===== src/rtl/counter_seq_ctrl_pkg.sv =====
// Shared definitions for the counter start/stop sequencer and its counter core.
package counter_seq_ctrl_pkg;

   localparam int unsigned CSC_WIDTH         = 4;
   localparam int unsigned CSC_DEFAULT_LIMIT = 14;

   typedef enum logic [1:0] {
      ST_IDLE = 2'd0,
      ST_RUN  = 2'd1,
      ST_HOLD = 2'd2,
      ST_DONE = 2'd3
   } state_t;

   // Busy is defined over RUN and HOLD only; DONE is a one-cycle non-busy state.
   function automatic logic state_is_busy(input state_t s);
      return (s == ST_RUN) || (s == ST_HOLD);
   endfunction

endpackage


===== src/rtl/counter_seq_ctrl_core.sv =====
// WIDTH-bit synchronous up-counter with clear, enable and a terminal-count flag.
module sync_counter_core
   import counter_seq_ctrl_pkg::*;
#(
   parameter int unsigned WIDTH = CSC_WIDTH
) (
   input  logic             Clk,
   input  logic             Reset,
   input  logic             En,
   input  logic             Clr,
   input  logic [WIDTH-1:0] Limit,
   output logic [WIDTH-1:0] Count,
   output logic             Tc
);

   logic [WIDTH-1:0] r_count;

   // Clear wins over enable so a wrap never lands on limit+1.
   always_ff @(posedge Clk) begin
      if (Reset) begin
         r_count <= '0;
      end else if (Clr) begin
         r_count <= '0;
      end else if (En) begin
         r_count <= r_count + 1'b1;
      end
   end

   assign Count = r_count;
   assign Tc    = (r_count == Limit);

endmodule


===== src/rtl/counter_seq_ctrl.sv =====
// Start/stop sequencer driving a sync_counter_core: one-shot or continuous runs
// with hold, reporting Busy plus one-cycle Done and Wrap pulses.
module counter_seq_ctrl
   import counter_seq_ctrl_pkg::*;
#(
   parameter int unsigned WIDTH         = CSC_WIDTH,
   parameter int unsigned DEFAULT_LIMIT = CSC_DEFAULT_LIMIT
) (
   input  logic             Clk,
   input  logic             Reset,
   input  logic             Start,
   input  logic             Stop,
   input  logic             Hold,
   input  logic             Mode,
   input  logic [WIDTH-1:0] Limit,
   output logic [WIDTH-1:0] Count,
   output logic             Busy,
   output logic             Done,
   output logic             Wrap
);

   if (DEFAULT_LIMIT >= (64'd1 << WIDTH)) begin : g_bad_default_limit
      $error("DEFAULT_LIMIT does not fit in WIDTH bits");
   end

   state_t           r_state;
   logic [WIDTH-1:0] r_limit;
   logic             r_mode;
   logic             r_busy;
   logic             r_done;
   logic             r_wrap;

   logic             w_en;
   logic             w_clr;
   logic             w_tc;
   logic             w_run_adv;
   logic [WIDTH-1:0] w_count;

   // RUN advances only when neither Stop nor Hold takes priority this cycle.
   assign w_run_adv = (r_state == ST_RUN) && !Stop && !Hold;

   always_comb begin
      w_en  = 1'b0;
      w_clr = 1'b0;
      if (r_state == ST_IDLE && Start) begin
         w_clr = 1'b1;
      end else if (w_run_adv) begin
         if (!w_tc) begin
            w_en = 1'b1;
         end else if (r_mode) begin
            w_clr = 1'b1;
         end
      end
   end

   sync_counter_core #(
      .WIDTH (WIDTH)
   ) u_core (
      .Clk   (Clk),
      .Reset (Reset),
      .En    (w_en),
      .Clr   (w_clr),
      .Limit (r_limit),
      .Count (w_count),
      .Tc    (w_tc)
   );

   always_ff @(posedge Clk) begin
      if (Reset) begin
         r_state <= ST_IDLE;
         r_limit <= '0;
         r_mode  <= 1'b0;
         r_busy  <= 1'b0;
         r_done  <= 1'b0;
         r_wrap  <= 1'b0;
      end else begin
         r_done <= 1'b0;
         r_wrap <= 1'b0;
         case (r_state)
            ST_IDLE: begin
               if (Start) begin
                  r_limit <= Limit;
                  r_mode  <= Mode;
                  r_state <= ST_RUN;
                  r_busy  <= state_is_busy(ST_RUN);
               end
            end
            ST_RUN: begin
               if (Stop) begin
                  r_state <= ST_IDLE;
                  r_busy  <= state_is_busy(ST_IDLE);
               end else if (Hold) begin
                  r_state <= ST_HOLD;
                  r_busy  <= state_is_busy(ST_HOLD);
               end else if (w_tc && !r_mode) begin
                  r_state <= ST_DONE;
                  r_busy  <= state_is_busy(ST_DONE);
                  r_done  <= 1'b1;
               end else if (w_tc) begin
                  r_wrap  <= 1'b1;
               end
            end
            ST_HOLD: begin
               if (Stop) begin
                  r_state <= ST_IDLE;
                  r_busy  <= state_is_busy(ST_IDLE);
               end else if (!Hold) begin
                  r_state <= ST_RUN;
                  r_busy  <= state_is_busy(ST_RUN);
               end
            end
            default: begin
               r_state <= ST_IDLE;
               r_busy  <= state_is_busy(ST_IDLE);
            end
         endcase
      end
   end

   assign Count = w_count;
   assign Busy  = r_busy;
   assign Done  = r_done;
   assign Wrap  = r_wrap;

endmodule


===== config.mk =====
export PLATFORM = sky130hd
export DESIGN_NAME = counter_seq_ctrl
export DESIGN_NICKNAME = d
export VERILOG_FILES = /design/src/rtl/counter_seq_ctrl_pkg.sv /design/src/rtl/counter_seq_ctrl_core.sv /design/src/rtl/counter_seq_ctrl.sv
export SDC_FILE = /design/constraint.sdc
export NUM_CORES = 1
export LEC_CHECK = 0
export CAP_MARGIN = 20
export CORE_ASPECT_RATIO = 0.9
export CORE_UTILIZATION = 45
export CTS_CLUSTER_DIAMETER = 200
export CTS_CLUSTER_SIZE = 12
export DETAILED_ROUTE_END_ITERATION = 8
export PLACE_DENSITY = 0.8
export SLEW_MARGIN = 20
export SYNTH_ARGS = -nofsm -noshare
export SYNTH_HDL_FRONTEND = slang
export SYNTH_SLANG_ARGS = --single-unit

===== constraint.sdc =====
create_clock -name Clk -period 1.65 [get_ports Clk]
set_input_delay 0.33 -clock Clk [delete_from_list [all_inputs] [get_ports Clk]]
set_output_delay 0.33 -clock Clk [all_outputs]
set_load 0.05 [all_outputs]

## Word-level counts from Yosys, hierarchy flattened

Index checks and enable logic that the tools add are counted.

- Flip-flop bits (word level): 14
- Latch bits: 0
- RAM bits: 0
- Memory bits (read-only): 0
- Output and inout port bits: 7
- Word-level logic and storage cells: 51
- Memories kept: 0

- Add/subtract/negate cells: 1
- Multipliers: 0
- Divide/modulo/power cells: 0
- Order comparisons: 0
- Eq/ne operators: 6
- Shift-type cells: 0
- Muxes and demuxes: 23
- Bitwise logic cells: 1
- Reductions and logical operators: 13

Operator list:

| kind | count |
|---|---|
| two-way mux 1 bit | 15 |
| two-way mux 2 bit | 6 |
| case mux 2 bit (3 select lines) | 1 |
| OR reduction 5 bit | 1 |
| adder 4 x 1 -> 4 bit (second input constant) | 1 |
| equality test 4 bit | 1 |
| logical AND 1 bit | 4 |
| inequality test 4 x 3 -> 1 bit (second input constant) | 1 |
| OR reduction 4 bit | 1 |
| zero test 1 bit | 3 |
| inequality test 3 bit (second input constant) | 1 |
| case mux 1 bit (3 select lines) | 1 |
| AND reduction 3 bit | 1 |
| equality test 2 x 1 -> 1 bit (second input constant) | 1 |
| equality test 2 bit (second input constant) | 1 |
| zero test 2 bit | 1 |
| inequality test 2 bit (second input constant) | 1 |
| AND reduction 2 bit | 1 |
| OR reduction 2 bit | 1 |
| inverter 1 bit | 1 |

## Logic depth before layout (Yosys ltp)

Gate-level depths: netlist of run 1.

- Depth after elaboration: 6
- Mapped depth: 5
- Depth with buffers taken out: 4

## Hierarchy

Synthesis of run 1 repeated with hierarchy kept, for this count alone.

- Cell total of the unflattened synthesis: 72
- Area, all modules: 686.9 um^2

Modules (own cells, without submodules):

| module | times used | cells an instance | area each (um^2) | sequential area each (um^2) |
|---|---|---|---|---|
| counter_seq_ctrl | 1 | 50 | 467.9 | 200.2 |
| sync_counter_core | 1 | 22 | 219.0 | 80.1 |

## Worst setup path before layout of run 1

No wires, ideal clock.

- Kind: register to register
- From: reg u_core.r_count[0], in the netlist u_core.Count[0]
- To: reg r_busy, in the netlist Busy
- Setup time: 103 ps
- Data arrival time: 1,735 ps
- Required time: 1,547 ps
- Slack: -189 ps
- Stages on the path, launching flop included: 5
- Path buffers: 0
- Clock period less this slack: 1,839 ps
- Cell sequence: dfxtp_1 -> xor2_2 -> nor4_4 -> a211oi_1 -> a2111oi_2

- Cells in the longest elaborated chain, start to end: 4

RTL lines:

| what | line | source |
|---|---|---|
| start, declared | counter_seq_ctrl_core.sv:16 | `logic [WIDTH-1:0] r_count;` |
| start signal, assigned | counter_seq_ctrl_core.sv:25 | `r_count <= r_count + 1'b1;` |
| equality test 4 bit | counter_seq_ctrl_core.sv:30 | `assign Tc = (r_count == Limit);` |
| logical AND 1 bit | counter_seq_ctrl.sv:95 | `end else if (w_tc && !r_mode) begin` |
| inequality test 4 x 3 -> 1 bit (no line) | -- |  |
| AND reduction 3 bit (no line) | -- |  |
| end signal, assigned | counter_seq_ctrl.sv:94 | `r_busy <= state_is_busy(ST_HOLD);` |
| end signal, assigned | counter_seq_ctrl.sv:97 | `r_busy <= state_is_busy(ST_DONE);` |
| end signal, assigned | counter_seq_ctrl.sv:106 | `r_busy <= state_is_busy(ST_IDLE);` |
| end, declared | counter_seq_ctrl.sv:29 | `logic r_busy;` |

No other way between the ends.
A chain may end at the register's enable or synchronous reset.

## Worst setup path in the final report of run 1

- From: in Stop
- To: reg u_core.r_count[3], in the netlist u_core.Count[3]

- Cells in the longest elaborated chain, start to end: 6

RTL lines:

| what | line | source |
|---|---|---|
| start, declared | counter_seq_ctrl.sv:12 | `input logic Stop,` |
| zero test 1 bit * | counter_seq_ctrl.sv:40 | `assign w_run_adv = (r_state == ST_RUN) && !Stop && !Hold;` |
| logical AND 1 bit * (2 in series) | counter_seq_ctrl.sv:40 |  |
| two-way mux 1 bit | counter_seq_ctrl.sv:47 | `end else if (w_run_adv) begin` |
| two-way mux 1 bit | counter_seq_ctrl.sv:45 | `if (r_state == ST_IDLE && Start) begin` |
| OR reduction 2 bit (no line) | -- |  |

Every way passes the cells marked *; elsewhere a longest branch is shown, timed or not.

==> impl_results.rst, run 1 <==
.. list-table::
   :header-rows: 1

   * - Metric
     - Value
   * - Result of the run
     - complete, no violations
   * - Proportion of layout cells with a drive suffix above 1
     - 33.98%
   * - Vertical extent of the die
     - 40.39 um
   * - Critical path's largest stage delay
     - 0.46 ns
   * - Synthesis-to-finish area growth
     - 37.18%
   * - Antenna violations before repair
     - 0
   * - CP max-delay cell
     - sky130_fd_sc_hd__clkdlybuf4s50_1
   * - Worst reg-to-reg path cell count
     - 5
   * - Worst Clk Skew
     - 0.003634 ns
   * - Total wire length after detailed routing
     - 1469 um
   * - Final critical delay including setup and external delays
     - 1.557 ns
   * - Commonest cells after routing, fill and taps aside
     - sky130_fd_sc_hd__buf_4 (18), sky130_fd_sc_hd__nor2_1 (13), sky130_fd_sc_hd__dfxtp_1 (10)
   * - Max Buffers Root-to-Sink
     - 2
   * - Class of the tightest hold or removal check
     - flop to flop
   * - Crit-path cells
     - clkdlybuf4s50_1, nor4b_4, o41ai_4, or3_1, a21oi_1
   * - Fmax
     - 642.1 MHz
   * - CP Data Arrival Time
     - 1.76 ns
   * - Worst setup path class
     - input port to flop
   * - Hold-critical path depth
     - 2
   * - Min setup slack post-route
     - 0.09271 ns
   * - Maximum vdd drop
     - 0.4521 mV
   * - Portion of the post-synthesis area used by sequential elements
     - 38.03%
   * - Die outline area
     - 1804 sq um
   * - Cts bufs inserted
     - 3
   * - Post-place setup slack
     - -0.2029 ns
   * - Clock sink total
     - 14
   * - Placement row count
     - 13
   * - Aggregate negative setup slack
     - 0 ns
   * - Fin. max-slew vios
     - 0
   * - Share of async-settable or async-resettable flops after synthesis
     - 0%
   * - Via count
     - 625
   * - Static leakage power
     - 0.4313 nW
   * - Fraction of synthesized cell area taken by the top area cell type
     - 38.03%
   * - Post-synthesis cell area
     - 737.0 sq um
   * - Clock latency at the later pin of the worst-skew pair
     - 0.28 ns
   * - Number of flip-flops and latches in the synthesized netlist
     - 14
   * - Cell type with the largest total area after synthesis
     - sky130_fd_sc_hd__dfxtp_1
   * - Total global routing overflow
     - 0
   * - Mean instance size in the synthesized netlist
     - 9.826 sq um
   * - DRC violation total after the first TritonRoute iteration
     - 18
   * - CP max FO
     - 4
   * - Worst Min Path Start
     - r_mode
   * - Routed length per instance
     - 11.75 um
   * - Syn Nets
     - 86
   * - Vias in the first global route
     - 514
   * - Top area cells in the synthesized netlist
     - sky130_fd_sc_hd__dfxtp_1 (38%), sky130_fd_sc_hd__mux2i_1 (8.1%), sky130_fd_sc_hd__nor2_1 (6.6%)
   * - Crit share post-route
     - 94.38%
   * - Nature of the critical path endpoint
     - flop
   * - I/O Buffers
     - 16
   * - Number of inserted diodes
     - 0
   * - Overall Global Routing Usage
     - 19.17%
   * - Least-Margin Pin Slew
     - 0.4336 ns
   * - Reg2Reg Setup Slack
     - 0.11 ns
   * - Hold Violations, Final
     - 0
   * - Critical register-to-register path endpoint
     - u_core.Count[1]
   * - # setup viols final
     - 0
   * - Post-synthesis cell count
     - 75
   * - Element type at the critical path start
     - input port
   * - Setup Fix Bufs, Post-CTS
     - 0
   * - Predominant post-synthesis flop cell
     - sky130_fd_sc_hd__dfxtp_1
   * - Deepest level of the CTS H-tree
     - 1
   * - Most common cell after layout, fill and taps aside
     - sky130_fd_sc_hd__buf_4
   * - Worst slew margin
     - 71.00%
   * - Via density
     - 5.000
   * - Unrepaired setup endpoints after global routing
     - yes
   * - Number of enable flip-flop cells after synthesis
     - 0
   * - End-of-flow core utilization
     - 68.30%
   * - Starting density of the core
     - 49.79%
   * - Cell chosen for the clock root
     - sky130_fd_sc_hd__clkbuf_4
   * - Power density cells
     - 763.1 nW/um^2
   * - Global placer's final weighted congestion
     - 0.7381
   * - Number of buffers inserted for hold repair after clock tree synthesis
     - 0
   * - Boundary Pins
     - 17
   * - Endpoint of the worst hold-timing path
     - Wrap
   * - DRC violation count after routing
     - 0
   * - Yosys Warn Count
     - 0
   * - Post-detailed-route count of antenna-violating nets
     - 0
   * - Maximum number of pins on one net before global-route repair
     - 10
   * - TritonCTS clock tree
     - done
   * - Data required time at the worst endpoint
     - 1.86 ns
   * - Total of max-cap violations
     - 0
   * - Core Box Area
     - 1480 sq um
   * - Clock-pin slew on the worst setup and hold paths
     - 0.09 ns
   * - Width of the die
     - 44.66 um
   * - First-pass GRT wire length
     - 2311 um
   * - Unique cell type count in the Yosys netlist
     - 28
   * - DPL Wire Length
     - 1145 um
   * - DRT Pass-1 Iters
     - 4
   * - Number of nets in the final layout
     - 115
   * - RR Startpoint
     - r_limit[3]
## report_power, final
part / internal, mW / switching [mW]
combinational: 0.0806 / 0.0796
clock: 0.134 / 0.112
sequential: 0.352 / 0.0131
## worst max-delay path: cells and delay by family
| family | cells | cell delay, ns |
|---|---|---|
| AOI/OAI and AO/OA | 2 | 0.30 |
| and+or+nand+nor | 2 | 0.67 |
| buffers and inverters | 1 | 0.46 |
## Yosys cell counts (2+ instances only)
library cell	number
sky130_fd_sc_hd__dfxtp_1	14
sky130_fd_sc_hd__nor2_1	13
sky130_fd_sc_hd__a21oi_1	6
sky130_fd_sc_hd__mux2i_1	6
sky130_fd_sc_hd__nor3_1	4
sky130_fd_sc_hd__inv_1	3
sky130_fd_sc_hd__xor2_1	3
sky130_fd_sc_hd__nand2_1	2
sky130_fd_sc_hd__nand3b_1	2
sky130_fd_sc_hd__o21ai_0	2
sky130_fd_sc_hd__or3_1	2
sky130_fd_sc_hd__xor2_2	2
## layer usage
metal	GRT usage, %	up-vias	routed length [um]
met4	11.36	0	13
li1	-	322	-
met2	26.10	20	611
met3	5.405	2	86
met1	26.53	281	758
met5	0	-	0
## per-stage QoR
| stage | area [sq um] | instances | total power, mW | hold slack [ns] |
|---|---|---|---|---|
| 2_1_floorplan | 742.0 | 75 | 0.4667 | 0.4405 |
| 3_3_place_gp | 974.7 | 121 | 0.5287 | 0.4764 |
| 3_5_place_dp | 974.7 | 121 | 0.5320 | 0.4709 |
| 4_1_cts | 1011 | 125 | 0.7783 | 0.4859 |
| 5_1_grt | 1011 | 125 | 0.8125 | 0.5086 |
| 6_report | 1011 | 125 | 0.7714 | 0.4898 |
## kinds of logic (layout without fill, tap and decap cells)
| kind of cell | Yosys count | after routing | share of synthesized area, % |
|---|---|---|---|
| muxes | 6 | 6 | 8.150 |
| adders and majority gates | 1 | 1 | 1.698 |
| and+or+nand+nor | 29 | 29 | 24.62 |
| DFF | 14 | 14 | 38.03 |
| AOI/OAI and AO/OA | 14 | 14 | 15.28 |
| buffers and inverters | 6 | 34 | 4.243 |
| xor gates and xnor gates | 5 | 5 | 7.980 |
## cell type report
cell class                      instances  area (sq um)
Clock buffer                            4         36.28
Fill cell                             126         469.2
Inverter                                3         11.26
Multi-Input combinational cell         55         425.4
Sequential cell                        14         285.3
Tap cell                               22         27.53
Timing Repair Buffer                   27         225.2
## how the worst max path moves through the flow
stage / cells after the start / slack [ns] / to / startpoint
2_1_floorplan: 4 / 0.04 / Busy / u_core.Count[3]
3_3_place_gp: 5 / -0.17 / u_core.Count[3] / Stop
3_5_place_dp: 5 / -0.20 / u_core.Count[3] / Stop
4_1_cts: 5 / 0.08 / u_core.Count[3] / Stop
5_1_grt: 4 / -0.00007 / Busy / r_limit[3]
6_report: 5 / 0.09 / u_core.Count[3] / Stop
## repair_timing
| action | in CTS | in global routing |
|---|---|---|
| gates resized for setup | 0 | 0 |
| endpoints found under the setup margin | 0 | 1 |
| endpoints found under the hold margin | 0 | 0 |
## registers in the layout, summed over array words and instances, names as in the netlist
name,count
r_limit,4
u_core.Count,4
r_state,2
Busy,1
Done,1
Wrap,1
r_mode,1
(Power assumes the default switching activity.)
==> run 2, diff against run 1 <==
SETUP_SLACK_MARGIN = 0.4   (was unset)
==> impl_results.rst, run 2 (synthesis gave the netlist of run 1 again) <==
.. list-table::
   :header-rows: 1

   * - Metric
     - Value
   * - Endpoint of the worst hold-timing path
     - Wrap
   * - Reg2Reg Setup Slack
     - 0.16 ns
   * - Data required time at the worst endpoint
     - 1.82 ns
   * - Area of the multi-input gates
     - 474.2 sq um
   * - Number of nets in the final layout
     - 123
   * - Die outline area
     - 1804 sq um
   * - Placement row count
     - 13
   * - Placed instance area
     - 1001 sq um
   * - Clock sink total
     - 14
   * - End-of-flow core utilization
     - 77.09%
   * - Least-Margin Pin Slew
     - 0.3443 ns
   * - Core Box Area
     - 1480 sq um
   * - Cts bufs inserted
     - 3
   * - Nature of the critical path endpoint
     - flop
   * - CP max FO
     - 3
   * - Vertical extent of the die
     - 40.39 um
   * - Fin. max-slew vios
     - 0
   * - Element type at the critical path start
     - flop
   * - Total of max-cap violations
     - 0
   * - Fin area
     - 1141 sq um
   * - Number of inserted diodes
     - 0
   * - Proportion of layout cells with a drive suffix above 1
     - 44.55%
   * - Unrepaired setup endpoints after global routing
     - yes
   * - DRC violation count after routing
     - 0
   * - Total wire length after detailed routing
     - 1664 um
   * - Class of the tightest hold or removal check
     - flop to flop
   * - RR Startpoint
     - u_core.Count[3]
   * - Worst slew margin
     - 76.87%
   * - Total global routing overflow
     - 0
   * - DPL Wire Length
     - 1191 um
   * - Crit path launch
     - u_core.Count[3]
   * - Relative contribution of the clock network to total power
     - 24.7%
   * - Max Buffers Root-to-Sink
     - 2
   * - TritonCTS clock tree
     - done
   * - Most common cell after layout, fill and taps aside
     - sky130_fd_sc_hd__buf_4
   * - Synthesis-to-finish area growth
     - 54.84%
   * - Hold-critical path depth
     - 2
   * - Number of buffers inserted for hold repair after clock tree synthesis
     - 0
   * - Crit share post-route
     - 90.42%
   * - Routed length per instance
     - 12.61 um
   * - NetSw
     - 0.2040 mW
   * - Antenna violations before repair
     - 0
   * - Critical register-to-register path endpoint
     - u_core.Count[1]
   * - DRT Pass-1 Iters
     - 4
   * - Width of the die
     - 44.66 um
   * - Deepest level of the CTS H-tree
     - 1
   * - Via density
     - 5.000
   * - Share of power burned in combinational logic
     - 26.1%
   * - # setup viols final
     - 0
   * - Global placer's final weighted congestion
     - 0.7447
   * - Fillcell total
     - 112
   * - Worst Min Path Start
     - r_mode
   * - Vias in the first global route
     - 558
   * - Sequential cell area
     - 305.3 sq um
   * - Sequential share of power
     - 49.2%
   * - Maximum number of pins on one net before global-route repair
     - 11
   * - Clock-pin slew on the worst setup and hold paths
     - 0.08 ns
   * - Via count
     - 660
   * - Static leakage power
     - 0.4794 nW
   * - Final critical delay including setup and external delays
     - 1.492 ns
   * - Cell chosen for the clock root
     - sky130_fd_sc_hd__clkbuf_4
   * - Result of the run
     - complete, no violations
   * - Commonest cells after routing, fill and taps aside
     - sky130_fd_sc_hd__buf_4 (22), sky130_fd_sc_hd__nor2_1 (13)
   * - I/O Buffers
     - 16
   * - Worst slack on hold paths
     - 0.4988 ns
   * - Cell-internal power
     - 0.5349 mW
   * - Hold Violations, Final
     - 0
   * - Post-detailed-route count of antenna-violating nets
     - 0
   * - DRC violation total after the first TritonRoute iteration
     - 4
   * - Maximum vdd drop
     - 0.4179 mV
   * - Boundary Pins
     - 17
   * - Starting density of the core
     - 49.79%
   * - Worst setup path class
     - flop to flop
   * - Worst Clk Skew
     - 0.004902 ns
   * - Overall Global Routing Usage
     - 20.16%
   * - CP Data Arrival Time
     - 1.66 ns
   * - Fmax
     - 670.3 MHz
   * - Power density cells
     - 647.5 nW/um^2
   * - Worst reg-to-reg path cell count
     - 5
   * - First-pass GRT wire length
     - 2449 um
   * - Clock latency at the later pin of the worst-skew pair
     - 0.28 ns
   * - Sw Share
     - 27.60%
## run 2: changes by cell type in the layout (fill, tap and decap cells not counted), sizes merged
cell,delta
clkdlybuf4s50,-3
buf,+8
clkbuf,-1
dlygate4sd2,+3
## run 2: final cells by class
cell class / count / area share, %
multi-input combinational: 55 / 41.56
tap: 22 / 2.412
clock buffer: 3 / 1.974
sequential: 14 / 26.75
inverter: 3 / 0.9868
timing repair buffer: 35 / 26.32
## run 2: repair_timing
item / 4_1_cts / 5_1_grt
pin swaps: 4 / 5
cloned: 0 / 0
resized for setup: 10 / 7
setup buffers: 6 / 4
setup endpoints to repair: 14 / 15
## run 2: power by group through the flow
| stage | Combinational, mW | Sequential, mW | Clock (mW) |
|---|---|---|---|
| after floorplan | 0.0898 | 0.377 | 0 |
| final | 0.193 | 0.364 | 0.182 |
| after global routing | 0.207 | 0.365 | 0.207 |
| after detailed placement | 0.160 | 0.370 | 0 |
| after global placement | 0.156 | 0.370 | 0 |
| after CTS | 0.181 | 0.364 | 0.191 |
## run 2: how the worst max path moves through the flow
stage	endpoint	depth (start not counted)	slack, ns
floorplan	u_core.Count[1]	4	0.18
global placement	u_core.Count[2]	5	-0.20
detailed placement	u_core.Count[2]	5	-0.22
CTS	u_core.Count[1]	5	0.14
global route	u_core.Count[1]	5	0.09
finish	u_core.Count[1]	5	0.16
## run 2: worst max-delay path, cell delays in order, from the launching register on
cell,delay [ns]
sky130_fd_sc_hd__dfxtp_4,0.37
sky130_fd_sc_hd__xor2_4,0.19
sky130_fd_sc_hd__o41ai_4,0.40
sky130_fd_sc_hd__buf_4,0.19
sky130_fd_sc_hd__mux2i_1,0.18
sky130_fd_sc_hd__nor2_1,0.05
## run 2: routing by layer
metal / global-route usage (%) / part of all wire [%]
met5: 0 / 0
met4: 6.818 / 0.30
met3: 8.108 / 4.9
met2: 35.66 / 52
met1: 22.37 / 43
## run 2: metrics by stage
step	worst slack (ns)	setup TNS, ns	instances	power [mW]
6_report	0.1580	0	132	0.7389
4_1_cts	0.1419	0	128	0.7362
3_3_place_gp	-0.1982	-0.7518	119	0.5258
2_1_floorplan	0.1819	0	75	0.4673
5_1_grt	0.08719	0	132	0.7802
3_5_place_dp	-0.2221	-0.9779	119	0.5308
==> run 3, diff against run 2 <==
==> constraint.sdc (replaced) <==
create_clock -name Clk -period 1.7 [get_ports Clk]
set_input_delay 0.34 -clock Clk [delete_from_list [all_inputs] [get_ports Clk]]
set_output_delay 0.34 -clock Clk [all_outputs]
set_load 0.1 [all_outputs]
==> impl_results.rst, run 3 (synthesis gave the netlist of run 1 again) <==
.. list-table::
   :header-rows: 1

   * - Metric
     - Value
   * - Worst slack on hold paths
     - 0.5105 ns
   * - Total of max-cap violations
     - 0
   * - Data required time at the worst endpoint
     - 1.91 ns
   * - Starting density of the core
     - 49.79%
   * - Clock-pin slew on the worst setup and hold paths
     - 0.10 ns
   * - Worst slew margin
     - 76.92%
   * - Crit share post-route
     - 92.43%
   * - CP Data Arrival Time
     - 1.79 ns
   * - Die outline area
     - 1804 sq um
   * - Final cell count without fillers
     - 134
   * - Nature of the critical path endpoint
     - flop
   * - Worst setup path class
     - flop to flop
   * - Overall Global Routing Usage
     - 25.56%
   * - DRT Pass-1 Iters
     - 4
   * - Cts bufs inserted
     - 3
   * - Boundary Pins
     - 17
   * - Total global routing overflow
     - 0
   * - End-of-flow core utilization
     - 88.17%
   * - Fin. max-slew vios
     - 0
   * - DPL Wire Length
     - 1339 um
   * - Post-place setup slack
     - -0.1690 ns
   * - Post-detailed-route count of antenna-violating nets
     - 0
   * - Width of the die
     - 44.66 um
   * - Cell chosen for the clock root
     - sky130_fd_sc_hd__clkbuf_4
   * - Hold Violations, Final
     - 0
   * - Routed length per instance
     - 16.88 um
   * - Proportion of layout cells with a drive suffix above 1
     - 50.89%
   * - CP max FO
     - 4
   * - Synthesis-to-finish area growth
     - 77.08%
   * - Hold-critical path depth
     - 2
   * - Via density
     - 5.388
   * - Least-Margin Pin Slew
     - 0.3436 ns
   * - Result of the run
     - complete, no violations
   * - Placed instance area
     - 1092 sq um
   * - Antenna violations before repair
     - 0
   * - Final critical delay including setup and external delays
     - 1.571 ns
   * - Total wire length after detailed routing
     - 2262 um
   * - Vertical extent of the die
     - 40.39 um
   * - Post-Place Cells
     - 118
   * - First-pass GRT wire length
     - 2994 um
   * - Commonest cells after routing, fill and taps aside
     - sky130_fd_sc_hd__buf_4 (16), sky130_fd_sc_hd__nor2_1 (13), sky130_fd_sc_hd__buf_12 (7), sky130_fd_sc_hd__dfxtp_4 (7)
   * - Maximum vdd drop
     - 0.6597 mV
   * - Power density cells
     - 633.9 nW/um^2
   * - Unrepaired setup endpoints after global routing
     - yes
   * - I/O Buffers
     - 16
   * - Global placer's final weighted congestion
     - 0.7036
   * - Worst reg-to-reg path cell count
     - 7
   * - Min setup slack post-route
     - 0.1286 ns
   * - Vias in the first global route
     - 633
   * - Fmax
     - 636.4 MHz
   * - Worst Min Path Start
     - r_mode
   * - Element type at the critical path start
     - flop
   * - DRC violation total after the first TritonRoute iteration
     - 19
   * - Static leakage power
     - 0.5196 nW
   * - Via count
     - 722
   * - Placement row count
     - 13
   * - TritonCTS clock tree
     - done
   * - Number of inserted diodes
     - 0
   * - Clock sink total
     - 14
   * - Fin area
     - 1305 sq um
   * - Endpoint of the worst hold-timing path
     - Wrap
   * - RR Startpoint
     - u_core.Count[3]
   * - Reg2Reg Setup Slack
     - 0.13 ns
   * - Aggregate negative setup slack
     - 0 ns
   * - Deepest level of the CTS H-tree
     - 1
   * - Class of the tightest hold or removal check
     - flop to flop
   * - Critical register-to-register path endpoint
     - r_state[1]
   * - Number of nets in the final layout
     - 124
   * - Maximum number of pins on one net before global-route repair
     - 9
   * - Number of buffers inserted for hold repair after clock tree synthesis
     - 0
   * - Crit path launch
     - u_core.Count[3]
   * - Core Box Area
     - 1480 sq um
   * - DRC violation count after routing
     - 0
   * - Max Buffers Root-to-Sink
     - 2
   * - Post-route total power
     - 0.8273 mW
   * - Most common cell after layout, fill and taps aside
     - sky130_fd_sc_hd__buf_4
   * - Worst Clk Skew
     - 0.02007 ns
   * - # setup viols final
     - 0
   * - Clock latency at the later pin of the worst-skew pair
     - 0.29 ns
==> run 3: cell count changes in the layout (fill, tap and decap cells not counted), sizes merged <==
cell	change
clkbuf	+1
buf	+1
==> run 3: worst max-delay path, cell delays in order, from the launching register on <==
cell and delay [ns]:
sky130_fd_sc_hd__dfxtp_4 0.38, sky130_fd_sc_hd__xor2_4 0.19, sky130_fd_sc_hd__buf_4 0.14, sky130_fd_sc_hd__buf_6 0.11
sky130_fd_sc_hd__nor4_4 0.25, sky130_fd_sc_hd__buf_4 0.18, sky130_fd_sc_hd__a21oi_2 0.05, sky130_fd_sc_hd__o21ai_1 0.18
==> run 3: repair_timing <==
action / in CTS / in global routing
resized for setup: 19 / 6
pin swaps: 7 / 9
hold endpoints to repair: 0 / 0
gates cloned: 0 / 0
buffers inserted: 8 / 4
endpoints found under the setup margin: 13 / 10
==> run 3: routing by layer <==
metal  share of wire (%)  vias to the layer above  global-route usage [%]
li1                    -                      343                       -
met1                  42                      353                   30.56
met2                  52                       22                   43.75
met3                 3.9                        4                   8.108
met4                 1.3                        0                   9.091
met5                   0                        -                       0
==> run 3: where the power goes <==
group / switching, mW / total [mW] / leakage [nW] / internal (mW)
logic: 0.111 / 0.222 / 0.378 / 0.111
registers: 0.0212 / 0.356 / 0.120 / 0.335
clock network: 0.119 / 0.249 / 0.0210 / 0.130
total: 0.251 / 0.827 / 0.520 / 0.576
==> run 3: final cells by class <==
type,count,area [sq um]
Clock buffer,4,36.28
Fill cell,66,175.2
Inverter,3,11.26
Multi-Input combinational cell,55,529.3
Sequential cell,14,309.0
Tap cell,22,27.53
Timing Repair Buffer,36,391.6
==> run 3: worst max-delay path by stage <==
| stage | end | slack, ns | cells past startpoint |
|---|---|---|---|
| after floorplan | u_core.Count[1] | 0.11 | 4 |
| after global placement | u_core.Count[2] | -0.13 | 5 |
| after detailed placement | u_core.Count[2] | -0.17 | 5 |
| after CTS | u_core.Count[1] | 0.16 | 5 |
| after global routing | u_core.Count[1] | 0.08 | 5 |
| final | r_state[1] | 0.13 | 7 |
